==> src/rtl/rgb_pwm_pkg.sv <==
`default_nettype none
// ============================================================
// Package  : rgb_pwm_pkg
// Desc     : Mode/direction encodings and duty slicing helper
// Revision : 1.0
// ============================================================
package rgb_pwm_pkg;

    localparam logic [1:0] MODE_OFF     = 2'b00;
    localparam logic [1:0] MODE_SOLID   = 2'b01;
    localparam logic [1:0] MODE_BLINK   = 2'b10;
    localparam logic [1:0] MODE_BREATHE = 2'b11;

    // Breathe envelope direction states
    localparam logic [0:0] c_dir_up   = 1'b0;
    localparam logic [0:0] c_dir_down = 1'b1;

    localparam int c_max_packed = 64;
    localparam int c_max_bits   = 16;

    // Extracts channel ch from a packed duty vector of bits-wide fields.
    function automatic logic [c_max_bits-1:0] duty_slice(
        input logic [c_max_packed-1:0] duty_vec,
        input int unsigned             ch,
        input int unsigned             bits
    );
        return c_max_bits'(duty_vec >> (ch * bits));
    endfunction

endpackage
`default_nettype wire

==> src/rtl/pwm_channel.sv <==
`default_nettype none
// ============================================================
// Module   : pwm_channel
// Desc     : Per-channel breathe scaling and registered compare
// Revision : 1.0
// ============================================================
module pwm_channel
    import rgb_pwm_pkg::*;
#(
    parameter int PWM_BITS = 8
) (
    input  logic                clk,
    input  logic                rst,
    input  logic [PWM_BITS-1:0] i_duty,
    input  logic                i_enable,
    input  logic                i_breathe,
    input  logic [PWM_BITS-1:0] i_env,
    input  logic [PWM_BITS-1:0] i_pwm_cnt,
    output logic                o_pwm
);

    logic [2*PWM_BITS-1:0] w_prod;
    logic [PWM_BITS-1:0]   w_scaled;
    logic [PWM_BITS-1:0]   w_eff;
    logic                  r_pwm;

    assign w_prod   = (2*PWM_BITS)'(i_duty) * (2*PWM_BITS)'(i_env);
    assign w_scaled = PWM_BITS'(w_prod >> PWM_BITS);

    always_comb begin
        w_eff = '0;
        if (i_enable) begin
            w_eff = i_breathe ? w_scaled : i_duty;
        end
    end

    always_ff @(posedge clk or posedge rst) begin
        if (rst) begin
            r_pwm <= 1'b0;
        end else begin
            r_pwm <= (w_eff > i_pwm_cnt);
        end
    end

    assign o_pwm = r_pwm;

endmodule
`default_nettype wire

==> src/rtl/rgb_pwm_ctrl.sv <==
`default_nettype none
// ============================================================
// Module   : rgb_pwm_ctrl
// Desc     : Multi-channel LED PWM controller for SB_RGBA_DRV
// Revision : 1.0
// ============================================================
module rgb_pwm_ctrl
    import rgb_pwm_pkg::*;
#(
    parameter int NUM_CH      = 3,
    parameter int PWM_BITS    = 8,
    parameter int PRESCALE    = 64,
    parameter int BLINK_SHIFT = 5
) (
    input  logic                       hw_clk,
    input  logic                       rst,
    input  logic                       cfg_we,
    input  logic [NUM_CH*PWM_BITS-1:0] cfg_duty,
    input  logic [1:0]                 cfg_mode,
    output logic                       cfg_pending,
    output logic                       period_start,
    output logic [NUM_CH-1:0]          pwm_out
);

    localparam int c_ps_w = (PRESCALE > 1) ? $clog2(PRESCALE) : 1;
    localparam int c_fr_w = (BLINK_SHIFT > 0) ? BLINK_SHIFT : 1;
    localparam logic [c_ps_w-1:0]   c_ps_max  = c_ps_w'(PRESCALE - 1);
    localparam logic [c_fr_w-1:0]   c_fr_max  = c_fr_w'((1 << BLINK_SHIFT) - 1);
    localparam logic [PWM_BITS-1:0] c_cnt_max = '1;

    logic [c_ps_w-1:0]          r_presc;
    logic [PWM_BITS-1:0]        r_cnt;
    logic                       r_period_start;
    logic                       r_pending;
    logic [NUM_CH*PWM_BITS-1:0] r_shadow_duty;
    logic [1:0]                 r_shadow_mode;
    logic [NUM_CH*PWM_BITS-1:0] r_act_duty;
    logic [1:0]                 r_act_mode;
    logic [c_fr_w-1:0]          r_frame;
    logic                       r_phase;
    logic [0:0]                 r_dir;
    logic [0:0]                 w_dir_nxt;
    logic [PWM_BITS-1:0]        r_env;
    logic [PWM_BITS-1:0]        w_env_nxt;

    logic                       w_step;
    logic                       w_wrap;
    logic                       w_apply;
    logic                       w_mode_chg;
    logic [NUM_CH*PWM_BITS-1:0] w_new_duty;
    logic [1:0]                 w_new_mode;
    logic                       w_ch_en;
    logic                       w_breathe;

    assign w_step     = (r_presc == c_ps_max);
    assign w_wrap     = w_step && (r_cnt == c_cnt_max);
    // A write landing on the wrap itself bypasses the shadow entirely.
    assign w_apply    = w_wrap && (cfg_we || r_pending);
    assign w_new_duty = cfg_we ? cfg_duty : r_shadow_duty;
    assign w_new_mode = cfg_we ? cfg_mode : r_shadow_mode;
    assign w_mode_chg = w_apply && (w_new_mode != r_act_mode);

    always_ff @(posedge hw_clk or posedge rst) begin
        if (rst) begin
            r_presc        <= '0;
            r_cnt          <= '0;
            r_period_start <= 1'b0;
            r_pending      <= 1'b0;
            r_shadow_duty  <= '0;
            r_shadow_mode  <= MODE_OFF;
            r_act_duty     <= '0;
            r_act_mode     <= MODE_OFF;
            r_frame        <= '0;
            r_phase        <= 1'b0;
        end else begin
            r_period_start <= w_wrap;
            if (w_step) begin
                r_presc <= '0;
                r_cnt   <= r_cnt + PWM_BITS'(1);
            end else begin
                r_presc <= r_presc + c_ps_w'(1);
            end

            if (cfg_we) begin
                r_shadow_duty <= cfg_duty;
                r_shadow_mode <= cfg_mode;
            end
            if (w_wrap) begin
                r_pending <= 1'b0;
            end else if (cfg_we) begin
                r_pending <= 1'b1;
            end
            if (w_apply) begin
                r_act_duty <= w_new_duty;
                r_act_mode <= w_new_mode;
            end

            if (w_mode_chg) begin
                r_frame <= '0;
                r_phase <= 1'b0;
            end else if (w_wrap) begin
                r_frame <= (r_frame == c_fr_max) ? '0 : r_frame + c_fr_w'(1);
                if (r_frame == c_fr_max) begin
                    r_phase <= ~r_phase;
                end
            end
        end
    end

    always_ff @(posedge hw_clk or posedge rst) begin
        if (rst) begin
            r_dir <= c_dir_up;
            r_env <= '0;
        end else begin
            r_dir <= w_dir_nxt;
            r_env <= w_env_nxt;
        end
    end

    always_comb begin
        w_dir_nxt = r_dir;
        w_env_nxt = r_env;
        if (w_mode_chg) begin
            w_dir_nxt = c_dir_up;
            w_env_nxt = '0;
        end else if (w_wrap) begin
            case (r_dir)
                c_dir_up: begin
                    if (r_env == c_cnt_max) begin
                        w_dir_nxt = c_dir_down;
                        w_env_nxt = r_env - PWM_BITS'(1);
                    end else begin
                        w_env_nxt = r_env + PWM_BITS'(1);
                    end
                end
                default: begin
                    if (r_env == '0) begin
                        w_dir_nxt = c_dir_up;
                        w_env_nxt = r_env + PWM_BITS'(1);
                    end else begin
                        w_env_nxt = r_env - PWM_BITS'(1);
                    end
                end
            endcase
        end
    end

    assign w_ch_en   = (r_act_mode != MODE_OFF) && !((r_act_mode == MODE_BLINK) && r_phase);
    assign w_breathe = (r_act_mode == MODE_BREATHE);

    for (genvar gi = 0; gi < NUM_CH; gi++) begin : g_ch
        logic [PWM_BITS-1:0] w_duty;
        assign w_duty = PWM_BITS'(duty_slice(c_max_packed'(r_act_duty), gi, PWM_BITS));

        pwm_channel #(
            .PWM_BITS (PWM_BITS)
        ) u_ch (
            .clk       (hw_clk),
            .rst       (rst),
            .i_duty    (w_duty),
            .i_enable  (w_ch_en),
            .i_breathe (w_breathe),
            .i_env     (r_env),
            .i_pwm_cnt (r_cnt),
            .o_pwm     (pwm_out[gi])
        );
    end

    assign cfg_pending  = r_pending;
    assign period_start = r_period_start;

endmodule
`default_nettype wire

==> config.mk <==
export PLATFORM = sky130hd
export DESIGN_NAME = rgb_pwm_ctrl
export DESIGN_NICKNAME = d
export VERILOG_FILES = /design/src/rtl/rgb_pwm_pkg.sv /design/src/rtl/pwm_channel.sv /design/src/rtl/rgb_pwm_ctrl.sv
export SDC_FILE = /design/constraint.sdc
export NUM_CORES = 1
export LEC_CHECK = 0
export ABC_AREA = 1
export BUFFER_PORTS_ARGS = -buffer_cell sky130_fd_sc_hd__buf_2
export CAP_MARGIN = 20
export CORE_ASPECT_RATIO = 0.5
export CORE_MARGIN = 2
export CORE_UTILIZATION = 59
export CTS_CLUSTER_DIAMETER = 100
export DETAILED_ROUTE_END_ITERATION = 8
export HOLD_SLACK_MARGIN = 0.15
export PLACE_DENSITY = 0.79
export SYNTH_ARGS = -nofsm -noshare
export SYNTH_HDL_FRONTEND = slang
export SYNTH_SLANG_ARGS = --single-unit
export TNS_END_PERCENT = 50
==> constraint.sdc <==
create_clock -name hw_clk -period 5.2 [get_ports hw_clk]
set_clock_uncertainty 0.2 [all_clocks]
set_input_delay 1.04 -clock hw_clk [delete_from_list [all_inputs] [get_ports hw_clk]]
set_output_delay 1.04 -clock hw_clk [all_outputs]
set_load 0.01 [all_outputs]
==> out/metrics.cfg, run 1 <==
[global_routing]
grt_start_max_net_pins=53
grt_pass1_vias=10497
grt_pass1_wl_mm=48.6
grt_usage_pct=29.6
overflow=0
antenna_found_initial=0

[cts]
clock-root-buffer=clkbuf_16
insertion_delay_ns=0.35
cts-htree-levels=3
cts_tree=built
clockBufferDepth=2
numCtsBuffers=9
clock_sinks=86
hold_buffers=0
clk_pin_slew_worst_paths_ns=0.07

[pwr]
p_switching_w=0.00109
power_frac_seq_pct=27.1
pwr_density_cell_mw_per_mm2=205
switching_share_pct=40.9
power_w=0.00266
leakage_nw=8.17
internal_power_w=0.00157
clkPwrFrac_pct=24.6
p_comb_share_pct=48.4
irDropWorstVdd_uv=172

[timing]
fmax_mhz=194
finalWorstSetupSlack_ns=0.0404
finalHoldViolations=0
finalSetupTns_ns=0
setup_viol_count_final=0
rsz0062_at_grt=yes
min_period_over_period_pct=99.2
max_slew_margin_pct=39.4
hold_slack_ns=0.268
min_period_ns=5.16
tightest_slew_ns=0.908
slew_violations=0

[status]
status=finished clean

[layout]
final_cell_mix=nand2_1 (518), inv_1 (380), ha_1 (112), fa_1 (100), dfrtp_1 (76)
fin_cells=1949
drive_gt1_share_pct=13.5
syn2layout_area_growth_pct=13.4
nNetsFinal=1949
antenna_cells=0
final_common_cell=nand2_1

[placed_design]
hpwl_mm=22.2
globalplace.congestion=0.896
pre_cts_slack_ns=-0.0614
io_buffer_count=33
dpl.cell_count=1915

[worst_hold_path]
hp-class=reg -> reg

[floorplan]
num_rows=35
initial_core_util_pct=61.1
dieArea_mm2=0.0206
die_y_um=102
io-pin-count=34
die_w_um=201
design.core.area_mm2=0.0187

[synth]
syn-cell-area_mm2=0.0114
synth-edff-count=0
yosysSeqAreaShare_pct=18.8
ys_types=41
syn_inst=1638
ys_ff_latch=86
async_flop_share_pct=100
syn_avg_cell_area_um2=6.98
synthFlopType=dfrtp_1
ys_warn_count=0
synth_nets=1902

[drt]
wl_mm=29.5
post_drt_via_cell_ratio=5.30
vias=10335
drc=0
drt_iter0_drc=813
ant_nets=0
routedWlPerCell_um=15.2
dr.pass1.iters=5

[setup_path]
crit_path_max_fanout=5
start_kind=flop
criticalPathCategory=reg -> reg
crit_slowest_cell=fa_1
cp_cell_sequence=buf_6 > buf_8 > nand2_2 > inv_2 > fa_1 > fa_1 > fa_1 > inv_2 > fa_1 > inv_2 > ha_4 > a21oi_2 > o21a_1 > nand2_2 > nand2_2 > nand3_2 > nand2_1 > nor2_1 > nor2_1 > ha_1 > a21oi_2 > nor2_1 > a211oi_2 > a21oi_2
worst_setup_path_end_kind=flop
critPathArrivalTime_ns=5.19
crit_path_frequent_cell=fa_1
required_ns=5.23
slowest_delay_ns=0.56

[flow_run]
cap_viol_max_count=0

repair_timing:
item                                    4_1_cts  5_1_grt
pin swaps                                     0       61
cloned                                        0        1
endpoints found under the setup margin        3        3
gates resized for setup                       4      114
setup buffers                                 0       17
flip-flops by register name, indices dropped and copies added, names as in the netlist:
signal,cells
r_frame,5
g_ch.u_ch.o_pwm,3
r_env,8
r_cnt,8
r_act_duty,24
cfg_pending,1
period_start,1
r_dir,1
r_presc,6
r_shadow_duty,24
r_phase,1
r_act_mode,2
r_shadow_mode,2
power groups by stage:
stage / clock, W / sequential [W] / combinational (W)
4_1_cts: 0.000661 / 0.000719 / 0.00104
3_5_place_dp: 0 / 0.000731 / 0.00102
6_report: 0.000653 / 0.000719 / 0.00129
5_1_grt: 0.000687 / 0.000722 / 0.00146
2_1_floorplan: 0 / 0.000717 / 0.000779
3_3_place_gp: 0 / 0.000731 / 0.000995
per-layer routing:
| metal | track usage (%) | routed length (µm) | vias up |
|---|---|---|---|
| li1 | - | - | 4958 |
| met1 | 37.6 | 12700 | 4930 |
| met2 | 53.2 | 14000 | 376 |
| met3 | 4.02 | 2020 | 71 |
| met4 | 9.91 | 807 | 0 |
| met5 | 0 | 0 | - |
synthesized netlist by cell type, drive strengths merged, types with 6 or more instances:
library cell / n / area share (%)
a21oi: 58 / 2.5
buf: 29 / 1.5
clkbuf: 39 / 1.3
dfrtp: 86 / 19
fa: 105 / 18
ha: 130 / 14
inv: 395 / 13
nand2: 535 / 18
nand3: 79 / 3.6
nand4: 13 / 0.71
nor2: 60 / 2.2
nor3: 6 / 0.31
o21ai: 50 / 2.2
xnor2: 7 / 0.54
xor2: 18 / 1.4
metrics by stage:
step	utilization, %	area [µm²]
3_3_place_gp	64.4	12000
2_1_floorplan	-	11400
5_1_grt	69.3	13000
6_report	69.3	13000
4_1_cts	66.0	12300
3_5_place_dp	64.4	12000
cell type report:
cell class | instances | area [µm²]
Multi-Input combinational cell | 1087 | 7900
Clock inverter | 6 | 53.8
Tap cell | 259 | 324
Inverter | 397 | 1490
Sequential cell | 86 | 2160
Timing Repair Buffer | 104 | 793
Fill cell | 1500 | 5730
Clock buffer | 10 | 239
worst max-delay path, delay by kind of cell (launching register included):
kind / cells / cell delay, ns
fa+ha+maj: 6 / 2.58
buf+inv: 5 / 0.39
flops: 1 / 0.43
simple gates: 8 / 0.61
compound gates: 5 / 0.84
path summary, 6_finish.rpt:
| kind | start | end | slack, ns | cells after the start |
|---|---|---|---|---|
| worst min register to register | r_presc[0] | r_presc[0] | 0.27 | 1 |
| worst max-delay path | r_env[7] | g_ch[1].u_ch.o_pwm | 0.04 | 24 |
| max in group asynchronous | rst | r_env[3] | 3.08 | 3 |
| worst min-delay path | r_presc[0] | r_presc[0] | 0.27 | 1 |
| min in group asynchronous | rst | r_frame[1] | 0.64 | 2 |
| worst max register to register | r_env[7] | g_ch[1].u_ch.o_pwm | 0.04 | 24 |
logic make-up after synthesis:
family	synth area share [%]
flops	18.8
simple gates	25.3
fa+ha+maj	32.6
buf+inv	15.8
compound gates	5.56
xor+xnor	1.92
Power figures use the tool's default switching activity.
==> run 2, diff against run 1 <==
--- a/config.mk
+++ b/config.mk
@@ -10,11 +10,11 @@
 export CAP_MARGIN = 20
 export CORE_ASPECT_RATIO = 0.5
 export CORE_MARGIN = 2
-export CORE_UTILIZATION = 59
+export CORE_UTILIZATION = 60
 export CTS_CLUSTER_DIAMETER = 100
 export DETAILED_ROUTE_END_ITERATION = 8
 export HOLD_SLACK_MARGIN = 0.15
-export PLACE_DENSITY = 0.79
+export PLACE_DENSITY = 0.77
 export SYNTH_ARGS = -nofsm -noshare
 export SYNTH_HDL_FRONTEND = slang
 export SYNTH_SLANG_ARGS = --single-unit
==> constraint.sdc (replaced) <==
create_clock -name hw_clk -period 6.1 [get_ports hw_clk]
set_clock_uncertainty 0.2 [all_clocks]
set_input_delay 1.22 -clock hw_clk [delete_from_list [all_inputs] [get_ports hw_clk]]
set_output_delay 1.22 -clock hw_clk [all_outputs]
set_load 0.01 [all_outputs]
==> out/metrics.cfg, run 2 (synthesis gave the netlist of run 1 again) <==
[cts]
hold_buffers=0  ; unchanged
ctsResizeCount=0  ; -4
insertion_delay_ns=0.35  ; about the same
clock-root-buffer=clkbuf_16
cts_tree=built
clock_sinks=86  ; unchanged
cts_setup_buffers=0  ; unchanged
cts-htree-levels=3  ; unchanged
clk_pin_slew_worst_paths_ns=0.07  ; about the same
numCtsBuffers=9  ; unchanged
clockBufferDepth=2  ; unchanged

[drt]
route.met3.wl_mm=1.80  ; -11%
wirelength_met1_mm=12.7  ; -0.40%
wl_mm=28.5  ; -3.5%
dr.pass1.iters=6  ; +1
wl_met2_mm=13.3  ; -4.6%
post_drt_via_cell_ratio=5.22  ; -1.5%
drc=0  ; unchanged
drt_iter0_drc=812  ; -0.12%
ant_nets=0  ; unchanged
highest_layer=met4
vias=9895  ; -4.3%
routedWlPerCell_um=15.0  ; -0.78%

[placed_design]
globalplace.congestion=0.984  ; +9.9%
hpwl_mm=22.4  ; +0.82%
io_buffer_count=33  ; unchanged
pre_cts_slack_ns=0.353  ; +0.414 ns
dpl.cell_count=1878  ; -1.9%

[timing]
slew_violations=0  ; unchanged
rsz0062_at_grt=no
fmax_mhz=171  ; -12%
finalSetupTns_ns=0  ; unchanged
max_slew_margin_pct=38.0  ; -1.4 points
finalHoldViolations=0  ; unchanged
finalWorstSetupSlack_ns=0.267  ; +0.227 ns
setup_viol_count_final=0  ; unchanged
min_period_over_period_pct=95.6  ; -3.6 points
min_period_ns=5.83  ; +0.673 ns
tightest_slew_ns=0.931  ; +0.0227 ns

[global_routing]
overflow=0  ; unchanged
grt_start_max_net_pins=67  ; +26%
antenna_found_initial=0  ; unchanged
grt_usage_pct=31.1  ; +1.5 points
grt_pass1_wl_mm=49.3  ; +1.4%
grt_pass1_vias=10440  ; -0.54%

[setup_path]
required_ns=6.18  ; +0.95 ns
cp_cell_sequence=buf_4 > nand2_1 > inv_1 > fa_1 > fa_1 > fa_1 > inv_1 > fa_1 > inv_1 > ha_1 > a21oi_1 > o21ai_0 > a21oi_1 > xor2_1 > o21ai_0 > ha_1 > inv_1 > nor2_1 > nor2_1 > o21ai_0 > nand4_1 > a31oi_1
crit_path_max_fanout=18  ; +13
critPathArrivalTime_ns=5.91  ; +0.72 ns
slowest_delay_ns=0.82  ; +0.26 ns
crit_family=adder cells
crit_slowest_cell=dfrtp_1
path_buf_inv=5  ; unchanged
start_kind=flop
criticalPathCategory=reg -> reg
worst_setup_path_end_kind=flop

[floorplan]
initial_core_util_pct=61.7  ; +0.58 points
io-pin-count=34  ; unchanged
num_rows=35  ; unchanged
dieArea_mm2=0.0202  ; -1.6%
design.core.area_mm2=0.0185  ; -0.94%
die_w_um=199  ; -0.82%
die_y_um=102  ; -0.81%

[pwr]
leakage_nw=7.86  ; -3.7%
pwr_density_cell_mw_per_mm2=167  ; -18%
irDropWorstVdd_uv=144  ; -16%

[layout]
regArea_mm2=0.00215  ; -0.58%
nNetsFinal=1895  ; -2.8%
multi_input_area_mm2=0.00747  ; -5.4%
final_cell_mix=nand2_1 (533), inv_1 (392), ha_1 (130), fa_1 (105), dfrtp_1 (86)
final_common_cell=nand2_1
final_util_pct=64.9  ; -4.5 points
fin_cells=1895  ; -2.8%
largest_registers=r_act_duty (24), r_shadow_duty (24)
antenna_cells=0  ; unchanged
syn2layout_area_growth_pct=5.10
fillCellCount=1675  ; +12%
drive_gt1_share_pct=4.71  ; -8.8 points

[flow_run]
cap_viol_max_count=0  ; unchanged

[worst_hold_path]
hp-class=reg -> reg

[status]
status=finished clean

run 2: cell type report:
| type | count | share of cell area, % |
|---|---|---|
| well taps | 259 | 2.70 |
| flip-flops and latches | 86 | 17.9 |
| multi-input cells | 1087 | 62.2 |
| inverters | 397 | 12.4 |
| clock buffers | 10 | 1.91 |
| repair buffers | 50 | 2.50 |
| clock inverters | 6 | 0.385 |
run 2: power breakdown:
part           internal (W)  leakage [nW]  switching, W
Sequential         0.000595          1.04     0.0000283
Clock              0.000279         0.129      0.000259
Combinational      0.000314          6.69      0.000538
run 2: path summary, 6_finish.rpt:
kind,from,endpoint,slack (ns),cells after the start
worst min-delay path,r_presc[0],r_presc[0],0.26,1
worst max register to register,r_env[6],g_ch[2].u_ch.o_pwm,0.27,22
max in group asynchronous,rst,r_act_duty[17],3.89,3
min in group asynchronous,rst,cfg_pending,0.62,2
worst max-delay path,r_env[6],g_ch[2].u_ch.o_pwm,0.27,22
worst min register to register,r_presc[0],r_presc[0],0.26,1
run 2: per-stage QoR:
stage	cell area, µm²	hold slack, ns	total power (W)
6_report	12000	0.264	0.00201
5_1_grt	12000	0.300	0.00220
4_1_cts	12000	0.268	0.00202
3_5_place_dp	11700	0.257	0.00147
3_3_place_gp	11700	0.253	0.00144
2_1_floorplan	11400	0.233	0.00128
run 2: per-layer routing:
| layer | global-route usage (%) | vias to the layer above |
|---|---|---|
| met3 | 4.66 | 61 |
| met1 | 40.9 | 4707 |
| met4 | 9.53 | 0 |
| li1 | - | 4854 |
| met2 | 54.0 | 273 |
| met5 | 0 | - |
==> run 3, diff against run 2 <==
--- a/config.mk
+++ b/config.mk
@@ -14,7 +14,9 @@
 export CTS_CLUSTER_DIAMETER = 100
 export DETAILED_ROUTE_END_ITERATION = 8
 export HOLD_SLACK_MARGIN = 0.15
+export MAX_ROUTING_LAYER = met4
 export PLACE_DENSITY = 0.77
+export RECOVER_POWER = 25
 export SYNTH_ARGS = -nofsm -noshare
 export SYNTH_HDL_FRONTEND = slang
 export SYNTH_SLANG_ARGS = --single-unit
==> out/metrics.cfg, run 3 (synthesis gave the netlist of run 1 again) <==
[status]
status=finished clean

[placed_design]
io_buffer_count=33  ; unchanged
dpl.cell_count=1876  ; -0.11%
hpwl_mm=22.3  ; -0.24%
globalplace.congestion=0.976  ; -0.90%

[floorplan]
num_rows=35  ; unchanged
io-pin-count=34  ; unchanged
dieArea_mm2=0.0202  ; unchanged
initial_core_util_pct=61.7  ; unchanged
die_y_um=102  ; unchanged
design.core.area_mm2=0.0185  ; unchanged
die_w_um=199  ; unchanged

[cts]
insertion_delay_ns=0.35  ; about the same
cts_tree=built
clock-root-buffer=clkbuf_16
numCtsBuffers=9  ; unchanged
clockBufferDepth=2  ; unchanged
cts-htree-levels=3  ; unchanged
cts_setup_buffers=0  ; unchanged
clk_pin_slew_worst_paths_ns=0.07  ; about the same
hold_buffers=0  ; unchanged
ctsResizeCount=0  ; unchanged
clock_sinks=86  ; unchanged

[drt]
vias=9941  ; +0.46%
post_drt_via_cell_ratio=5.25  ; +0.57%
drc=0  ; unchanged
routedWlPerCell_um=15.0  ; -0.56%
ant_nets=0  ; unchanged
wl_mm=28.3  ; -0.67%
dr.pass1.iters=5  ; -1
drt_iter0_drc=768  ; -5.4%

[timing]
tightest_slew_ns=1.20  ; +0.269 ns
finalHoldViolations=0  ; unchanged
setup_viol_count_final=0  ; unchanged
slew_violations=0  ; unchanged
min_period_ns=5.76  ; -0.0702 ns
min_period_over_period_pct=94.5  ; -1.2 points
max_slew_margin_pct=20.1  ; -18 points
finalSetupTns_ns=0  ; unchanged
fmax_mhz=174  ; +1.2%
rsz0062_at_grt=no

[layout]
fillCellCount=1663  ; -0.72%
final_common_cell=nand2_1
syn2layout_area_growth_pct=4.96
final_util_pct=64.8  ; -0.088 points
antenna_cells=0  ; unchanged
multi_input_area_mm2=0.00744  ; -0.39%
nNetsFinal=1893  ; -0.11%
drive_gt1_share_pct=4.35  ; -0.36 points
largest_registers=r_act_duty (24), r_shadow_duty (24)
fin_cells=1893  ; -0.11%
final_cell_mix=nand2_1 (533), inv_1 (394), ha_1 (130), fa_1 (105), dfrtp_1 (85)
regArea_mm2=0.00215  ; about the same

[setup_path]
critPathArrivalTime_ns=5.83  ; -0.08 ns
crit_path_max_fanout=22  ; +4
criticalPathCategory=reg -> reg
worst_setup_path_end_kind=flop
start_kind=flop
required_ns=6.17  ; about the same

[global_routing]
antenna_found_initial=0  ; unchanged
grt_pass1_wl_mm=49.0  ; -0.67%
overflow=0  ; unchanged
grt_usage_pct=32.0  ; +0.84 points
grt_start_max_net_pins=67  ; unchanged
grt_pass1_vias=10317  ; -1.2%

[worst_hold_path]
hp-class=reg -> reg

[pwr]
pwr_density_cell_mw_per_mm2=169  ; +1.1%
leakage_nw=7.87  ; about the same
irDropWorstVdd_uv=112  ; -22%

[flow_run]
cap_viol_max_count=0  ; unchanged

[run 3: worst paths after layout]
path                           from            endpoint  slack [ns]  cells past startpoint
max in group asynchronous       rst      r_act_duty[20]        3.54                      3
min                        r_cnt[7]            r_cnt[7]        0.27                      1
max                        r_env[3]  g_ch[2].u_ch.o_pwm        0.34                     21
min in group asynchronous       rst    r_shadow_mode[0]        0.80                      2
max reg2reg                r_env[3]  g_ch[2].u_ch.o_pwm        0.34                     21
min reg2reg                r_cnt[7]            r_cnt[7]        0.27                      1
[run 3: critical path, stage by stage (launching register included)]
cell and delay, ns:
dfrtp_1 0.95, nand2_1 0.11, inv_1 0.10, fa_1 0.44, fa_1 0.49, fa_1 0.56
inv_1 0.06, fa_1 0.52, inv_1 0.04, ha_1 0.34, a21oi_1 0.22, o21ai_0 0.16
a21oi_1 0.22, xor2_1 0.19, o21ai_0 0.12, ha_1 0.32, inv_1 0.05, nor2_1 0.10
nor2_1 0.04, o21ai_0 0.18, nand4_1 0.10, a31oi_1 0.15
[run 3: layout make-up]
type                    instances  area share (%)
clock inverters                 7           0.542
flip-flops and latches         86            17.9
well taps                     259            2.70
repair buffers                 48            2.47
multi-input cells            1087            62.0
inverters                     397            12.4
clock buffers                   9            1.88
[run 3: per-layer routing]
| metal | GRT usage [%] | share of wire [%] | wire length [µm] | vias up |
|---|---|---|---|---|
| met5 | - | 0 | 0 | - |
| met4 | 7.35 | 1.7 | 483 | 0 |
| met3 | 3.90 | 6.8 | 1920 | 44 |
| met2 | 53.7 | 47 | 13300 | 324 |
| met1 | 41.9 | 45 | 12600 | 4726 |
| li1 | - | - | - | 4847 |
[run 3: report_power, final]
| part | internal, W | switching, W | leakage (nW) |
|---|---|---|---|
| Clock | 0.000288 | 0.000269 | 0.146 |
| Combinational | 0.000312 | 0.000538 | 6.68 |
| Sequential | 0.000595 | 0.0000309 | 1.04 |
| Total | 0.00119 | 0.000838 | 7.87 |
[run 3: through the flow]
step	instance area [µm²]	hold slack, ns	total power (W)	worst slack (ns)
2_1_floorplan	11400	0.233	0.00128	0.872
3_3_place_gp	11700	0.252	0.00146	0.482
3_5_place_dp	11700	0.256	0.00147	0.392
4_1_cts	12000	0.269	0.00204	0.365
5_1_grt	12000	0.294	0.00221	0.0132
6_report	12000	0.265	0.00203	0.337
